--- src/rtl/dc_filter_seq.sv ---
// dc_filter_seq: sequencer for the DC-blocking filter datapath.
// Divides CLK_24M down to the 3 MHz sample strobe, runs the fast-settle
// feedback-shift schedule (SHIFT_FAST stepping up to SHIFT_SLOW), then tracks
// and can freeze the filter feedback on request.
// Optional feature: define DC_SEQ_SAT_DETECT_EN to re-run the settle schedule
// after SAT_COUNT consecutive saturated filter outputs seen while tracking.
module dc_filter_seq #(
    parameter int DIV            = 8,
    parameter int SHIFT_FAST     = 8,
    parameter int SHIFT_SLOW     = 16,
    parameter int SETTLE_SAMPLES = 64,
    parameter int SAT_COUNT      = 16
) (
    input  logic       CLK_24M,
    input  logic       reset,
    input  logic       start,
    input  logic       freeze,
    input  logic [8:0] o_data_in,
    output logic       enable_3M,
    output logic [4:0] shift_sel,
    output logic       hold_fb,
    output logic       out_valid,
    output logic [1:0] state,
    output logic       sat_restart
);

    localparam int DIV_W = (DIV > 1) ? $clog2(DIV) : 1;
    localparam int SMP_W = (SETTLE_SAMPLES > 1) ? $clog2(SETTLE_SAMPLES) : 1;

    typedef enum logic [1:0] {
        ST_IDLE   = 2'd0,
        ST_SETTLE = 2'd1,
        ST_TRACK  = 2'd2,
        ST_FREEZE = 2'd3
    } state_t;

    state_t            state_r;
    state_t            state_nxt_s;
    logic [DIV_W-1:0]  div_cnt_r;
    logic              strobe_s;
    logic              enable_r;
    logic [4:0]        shift_r;
    logic [4:0]        shift_nxt_s;
    logic [4:0]        shift_inc_s;
    logic [SMP_W-1:0]  smp_cnt_r;
    logic [SMP_W-1:0]  smp_nxt_s;
    logic              hold_r;
    logic              valid_r;
    logic              sat_go_s;

    // Strobe request: the divider has reached its terminal count.
    assign strobe_s    = (div_cnt_r == DIV_W'(DIV - 1));
    assign shift_inc_s = shift_r + 5'd1;

    // Free-running sample-rate divider, active in every state.
    always_ff @(posedge CLK_24M) begin
        if (reset) begin
            div_cnt_r <= {DIV_W{1'b0}};
        end else if (strobe_s) begin
            div_cnt_r <= {DIV_W{1'b0}};
        end else begin
            div_cnt_r <= div_cnt_r + DIV_W'(1);
        end
    end

    // Next-state logic for the settle/track schedule; start outranks everything.
    always_comb begin
        state_nxt_s = state_r;
        shift_nxt_s = shift_r;
        smp_nxt_s   = smp_cnt_r;
        case (state_r)
            ST_IDLE: begin
                if (start) begin
                    state_nxt_s = ST_SETTLE;
                    shift_nxt_s = 5'(SHIFT_FAST);
                    smp_nxt_s   = {SMP_W{1'b0}};
                end else begin
                    state_nxt_s = ST_IDLE;
                end
            end
            ST_SETTLE: begin
                if (start) begin
                    state_nxt_s = ST_SETTLE;
                    shift_nxt_s = 5'(SHIFT_FAST);
                    smp_nxt_s   = {SMP_W{1'b0}};
                end else if (enable_r) begin
                    if (smp_cnt_r == SMP_W'(SETTLE_SAMPLES - 1)) begin
                        smp_nxt_s   = {SMP_W{1'b0}};
                        shift_nxt_s = shift_inc_s;
                        if (shift_inc_s == 5'(SHIFT_SLOW)) begin
                            state_nxt_s = ST_TRACK;
                        end else begin
                            state_nxt_s = ST_SETTLE;
                        end
                    end else begin
                        smp_nxt_s = smp_cnt_r + SMP_W'(1);
                    end
                end else begin
                    smp_nxt_s = smp_cnt_r;
                end
            end
            ST_TRACK: begin
                if (start || sat_go_s) begin
                    state_nxt_s = ST_SETTLE;
                    shift_nxt_s = 5'(SHIFT_FAST);
                    smp_nxt_s   = {SMP_W{1'b0}};
                end else if (freeze) begin
                    state_nxt_s = ST_FREEZE;
                end else begin
                    state_nxt_s = ST_TRACK;
                end
            end
            ST_FREEZE: begin
                if (start) begin
                    state_nxt_s = ST_SETTLE;
                    shift_nxt_s = 5'(SHIFT_FAST);
                    smp_nxt_s   = {SMP_W{1'b0}};
                end else if (!freeze) begin
                    state_nxt_s = ST_TRACK;
                end else begin
                    state_nxt_s = ST_FREEZE;
                end
            end
            default: begin
                state_nxt_s = ST_IDLE;
                shift_nxt_s = 5'(SHIFT_SLOW);
                smp_nxt_s   = {SMP_W{1'b0}};
            end
        endcase
    end

    // Schedule state and registered filter controls, all derived from the next state.
    always_ff @(posedge CLK_24M) begin
        if (reset) begin
            state_r   <= ST_IDLE;
            shift_r   <= 5'(SHIFT_SLOW);
            smp_cnt_r <= {SMP_W{1'b0}};
            enable_r  <= 1'b0;
            hold_r    <= 1'b1;
            valid_r   <= 1'b0;
        end else begin
            state_r   <= state_nxt_s;
            shift_r   <= shift_nxt_s;
            smp_cnt_r <= smp_nxt_s;
            enable_r  <= strobe_s && (state_nxt_s != ST_IDLE);
            hold_r    <= (state_nxt_s == ST_IDLE) || (state_nxt_s == ST_FREEZE);
            valid_r   <= (state_nxt_s == ST_TRACK) || (state_nxt_s == ST_FREEZE);
        end
    end

`ifdef DC_SEQ_SAT_DETECT_EN
    localparam int SAT_W = (SAT_COUNT > 1) ? $clog2(SAT_COUNT) : 1;

    logic [SAT_W-1:0] sat_cnt_r;
    logic [SAT_W-1:0] sat_step_s;
    logic [SAT_W-1:0] sat_nxt_s;
    logic             sat_sample_s;
    logic             sat_fire_s;
    logic             sat_restart_r;

    // Full-scale positive or negative filter output counts as saturated.
    assign sat_sample_s = (o_data_in == 9'h0FF) || (o_data_in == 9'h100);

    // Run-length of saturated samples while tracking; start suppresses the restart.
    always_comb begin
        sat_fire_s = 1'b0;
        sat_step_s = sat_cnt_r;
        if ((state_r != ST_TRACK) || start) begin
            sat_step_s = {SAT_W{1'b0}};
        end else if (enable_r) begin
            if (sat_sample_s) begin
                if (sat_cnt_r == SAT_W'(SAT_COUNT - 1)) begin
                    sat_fire_s = 1'b1;
                    sat_step_s = {SAT_W{1'b0}};
                end else begin
                    sat_step_s = sat_cnt_r + SAT_W'(1);
                end
            end else begin
                sat_step_s = {SAT_W{1'b0}};
            end
        end else begin
            sat_step_s = sat_cnt_r;
        end
        // A freeze request leaves TRACK, which also ends the run.
        sat_nxt_s = freeze ? {SAT_W{1'b0}} : sat_step_s;
    end

    // Saturation counter and the one-cycle restart pulse.
    always_ff @(posedge CLK_24M) begin
        if (reset) begin
            sat_cnt_r     <= {SAT_W{1'b0}};
            sat_restart_r <= 1'b0;
        end else begin
            sat_cnt_r     <= sat_nxt_s;
            sat_restart_r <= sat_fire_s;
        end
    end

    assign sat_go_s    = sat_fire_s;
    assign sat_restart = sat_restart_r;
`else
    // Reduction parity, used only to consume the filter sample in this build.
    function automatic logic parity9(input logic [8:0] d);
        return ^d;
    endfunction

    logic data_unused_s;

    assign data_unused_s = parity9(o_data_in);
    assign sat_go_s      = 1'b0;
    assign sat_restart   = 1'b0;
`endif

    assign enable_3M = enable_r;
    assign shift_sel = shift_r;
    assign hold_fb   = hold_r;
    assign out_valid = valid_r;
    assign state     = state_r;

endmodule

--- config.mk ---
export PLATFORM = sky130hd
export DESIGN_NAME = dc_filter_seq
export DESIGN_NICKNAME = d
export VERILOG_FILES = /design/src/rtl/dc_filter_seq.sv
export SDC_FILE = /design/constraint.sdc
export NUM_CORES = 1
export LEC_CHECK = 0
export CORE_MARGIN = 2
export CORE_UTILIZATION = 47
export CTS_BUF_LIST = sky130_fd_sc_hd__clkbuf_8
export DETAILED_ROUTE_END_ITERATION = 16
export GPL_ROUTABILITY_DRIVEN = 0
export GPL_TIMING_DRIVEN = 0
export HOLD_SLACK_MARGIN = 0.15
export PLACE_DENSITY = 0.83
export SYNTH_ARGS = -nofsm -noshare
export SYNTH_HDL_FRONTEND = slang
export SYNTH_SLANG_ARGS = --single-unit
--- constraint.sdc ---
create_clock -name CLK_24M -period 2.3 [get_ports CLK_24M]
set_input_delay 0.69 -clock CLK_24M [delete_from_list [all_inputs] [get_ports CLK_24M]]
set_output_delay 0.69 -clock CLK_24M [all_outputs]
set_load 0.02 [all_outputs]
==> results_tabular.tex, run 1 <==
\begin{tabular}{lr}
\hline
Metric & Value \\
\hline
\multicolumn{2}{l}{\textbf{Detailed routing}} \\
Final Routed Wirelength & 1740 µm \\
Routed length per instance & 12.1 µm \\
ANT nets after route & 0 \\
Initial DRC Count & 9 \\
Vias per cell & 5.15 \\
Total iterations of the first detailed-routing run & 4 \\
Post-detailed-route DRC marker count & 0 \\
Overall via count from detail\_route & 742 \\
\multicolumn{2}{l}{\textbf{Min path}} \\
Type of the most critical hold path & flop to flop \\
Hold-critical path depth & 1 \\
\multicolumn{2}{l}{\textbf{Synth}} \\
Total of warnings raised by yosys & 0 \\
Post-synthesis register bit count & 19 \\
Area of the mapped netlist & 973 µm² \\
Register area share after synthesis & roughly two fifths \\
Mean post-synth cell area & a little under 10 µm² \\
Number of distinct standard cells referenced by the synthesized netlist & 37 \\
Syn Inst Count & 100 \\
Syn\_nets & between 100 and 150 \\
\multicolumn{2}{l}{\textbf{Finish}} \\
Fraction of layout instances using a drive strength above 1 & 14.5\% \\
Nets@finish & 139 \\
Area growth syn-to-layout & 21.6\% \\
Antenna Diode Count & 0 \\
Summed area of non-filler cells in the final layout & 1180 µm² \\
\multicolumn{2}{l}{\textbf{Critical path}} \\
Delay of the slowest cell on the worst path & 0.64 ns \\
Critical path cell sequence & clkdlybuf4s50\_1 \\
Crit start category & flop \\
Category of the worst setup path capture point & output port \\
Crit. path cell count & 1 \\
Data required time at the worst endpoint & $\sim$1.6 ns \\
Critical path buffer and inverter count & 1 \\
Family with the most delay on the worst path & buffers and inverters \\
Category of the most critical setup path & flop to output port \\
Crit path arrival time & 1.34 ns \\
Largest fanout of any net on the critical path & 6 \\
Critical-path cell with the highest stage delay & clkdlybuf4s50\_1 \\
Worst-case reg-to-reg path depth & 7 \\
\multicolumn{2}{l}{\textbf{Clock tree}} \\
Post-CTS Repair Setup Buffers & 0 \\
Later-pin clock latency in the skew report & 0.25 ns \\
Number of sinks handled by clock tree synthesis & 19 \\
CTS H-Tree Depth & 1 \\
Clock-pin slew on the worst setup and hold paths & about 0.070 ns \\
TritonCTS Buffers & 3 \\
CTS tree & yes \\
Hold-fix buffer count after cts & 0 \\
Maximum root-to-sink buffer count & 2 \\
CTS-repair resized insts & 0 \\
Clk Tree Root Cell & clkbuf\_8 \\
\multicolumn{2}{l}{\textbf{GRT}} \\
GRT Residual Overflow & 0 \\
Overall global routing resource usage & between 10\% and 20\% \\
Global-route wire length before repair & roughly 3200 µm \\
Maximum number of pins on one net before global-route repair & 12 \\
Antenna violations before repair & 0 \\
Number of global-route vias before repair & 741 \\
\multicolumn{2}{l}{\textbf{Pwr}} \\
Pleak & 0.000477 µW \\
Switch share & 23.0\% \\
PwrDens & 536 nW/µm² \\
Share of power burned in the clock network & 36.4\% \\
Internal portion of total power & 489 µW \\
Proportion of power drawn by combinational gates & 9.1\% \\
Net Switching & 146 µW \\
Register share of total power & 54.5\% \\
Worst vdd ir & between 0.3 and 0.4 mV \\
\multicolumn{2}{l}{\textbf{Placed design}} \\
Post-place instance area & around 1100 µm² \\
IO Port Bufs & 13 \\
HPWL Detailed & 1300 µm \\
\multicolumn{2}{l}{\textbf{Timing}} \\
Max-slew violation count & 0 \\
Unrepaired setup endpoints after global routing & false \\
Minimum clock period & 2.03 ns \\
Sum of negative setup slack & 0 ns \\
Peak clock frequency supported by timing & 0.494 GHz \\
Final Skew & around 0.0012 ns \\
Final critical-path share of the clock period & 88.1\% \\
Final Hold Viols & 0 \\
Total setup violations reported at the end of the flow & 0 \\
\multicolumn{2}{l}{\textbf{Outcome}} \\
Status & finished clean \\
\multicolumn{2}{l}{\textbf{Die}} \\
Number of placement rows & 16 \\
Standard cell core area & 1960 µm² \\
Count of boundary I/O pins & 24 \\
Vertical die dimension & $\sim$50 µm \\
DIE AREA & 2450 µm² \\
Starting density of the core & 49.6\% \\
Die X & about 50 µm \\
\multicolumn{2}{l}{\textbf{Flow run}} \\
Total of max-cap violations & 0 \\
\hline
\end{tabular}
stage by stage:
stage / worst slack, ns / total power (µW) / hold slack (ns) / util [%] / std cells
after floorplan: 0.426 / 388 / 0.408 / - / 100
after global routing: 0.191 / 660 / 0.445 / 60.3 / 144
final: 0.274 / 635 / 0.437 / 60.3 / 144
after CTS: 0.259 / 639 / 0.442 / 60.3 / 144
after global placement: 0.254 / 410 / 0.419 / 58.0 / 140
after detailed placement: 0.215 / 411 / 0.429 / 58.0 / 140
metal layers:
layer	share of wire [%]	wire, µm	GRT usage (%)
met1	47	814	20.6
met2	49	848	27.9
met5	0	0	0
met3	2.1	36	1.82
met4	2.5	43	9.72
cells in the final DEF (no fill, tap or decap), types with 3 or more instances in the layout:
cell / count
nand4_1: 5
nand3_1: 3
a21oi_1: 4
nor3b_1: 3
nor2_1: 10
and3_1: 3
buf_4: 3
xnor2_1: 3
nand2b_1: 4
clkdlybuf4s50_1: 13
xor2_1: 5
clkbuf_8: 3
dfxtp_1: 19
ha_1: 8
area by class of cell:
class | instances | area, µm²
clock inverter | 1 | 5.00
clock buffer | 3 | 41.3
buffer | 6 | 41.3
timing repair buffer | 13 | 130
inverter | 1 | 3.75
sequential | 19 | 380
fill | 183 | 778
tap | 27 | 33.8
multi-input combinational | 74 | 548
state kept, by name (all words and copies together) (netlist names):
register / cells
out_valid: 1
shift_sel: 5
state: 2
hold_fb: 1
smp_cnt_r: 6
div_cnt_r: 3
enable_3M: 1
synth_stat cells, drive strengths merged:
cell    number  area [µm²]
nor3         1        5.00
o21a         1        7.51
dfxtp       19         380
and3b        1        10.0
mux2i        2        20.0
a311oi       1        8.76
a21o         1        7.51
xor2         5        43.8
inv          1        3.75
o31ai        1        7.51
a31oi        1        12.5
and3         3        18.8
nor2        10        37.5
a41oi        1        8.76
ha           8         100
nand3        3        15.0
conb         1        3.75
o22ai        1        12.5
nand4        5        31.3
o211ai       1        7.51
nand3b       1        7.51
or2          3        18.8
nor3b        5        47.5
buf          5        37.5
xnor2        3        26.3
nand2b       4        25.0
a21oi        4        20.0
o21ai        1        5.00
nand2        3        13.8
clkbuf       1        3.75
and2         1        8.76
and4         2        17.5
power groups by stage:
stage	logic, µW	clock network (µW)	registers (µW)
after floorplan	29.0	0	359
after detailed placement	58.3	0	353
after global routing	65.6	248	347
after CTS	58.5	235	346
final	57.9	231	346
after global placement	56.9	0	353
path summary, 6_finish.rpt:
path | start | slack, ns | end
setup / recovery | shift_sel[2] | 0.27 | shift_sel[2]
hold reg to reg | div_cnt_r[0] | 0.44 | div_cnt_r[0]
setup reg to reg | shift_sel[0] | 0.39 | enable_3M
hold / removal | div_cnt_r[0] | 0.44 | div_cnt_r[0]
cell families (layout without fill, tap and decap cells):
| family | after synthesis | count (layout) | synth area share (%) |
|---|---|---|---|
| AND/OR/NAND/NOR | 42 | 42 | 26.4 |
| adder cells (fa/ha/maj) | 8 | 8 | 10.3 |
| multiplexers | 2 | 2 | 2.06 |
| AO/OA/AOI/OAI | 13 | 13 | 10.0 |
| other | 1 | 1 | 0.385 |
| XOR/XNOR | 8 | 8 | 7.20 |
| buffers and inverters | 7 | 24 | 4.63 |
| flip-flops | 19 | 19 | 39.1 |
Power figures use the tool's default switching activity.
==> run 2, diff against run 1 <==
SKIP_CTS_REPAIR_TIMING = 1   (was not set)
==> results of run 2 <==
Final layout, timing and power as in run 1 (identical DEF).
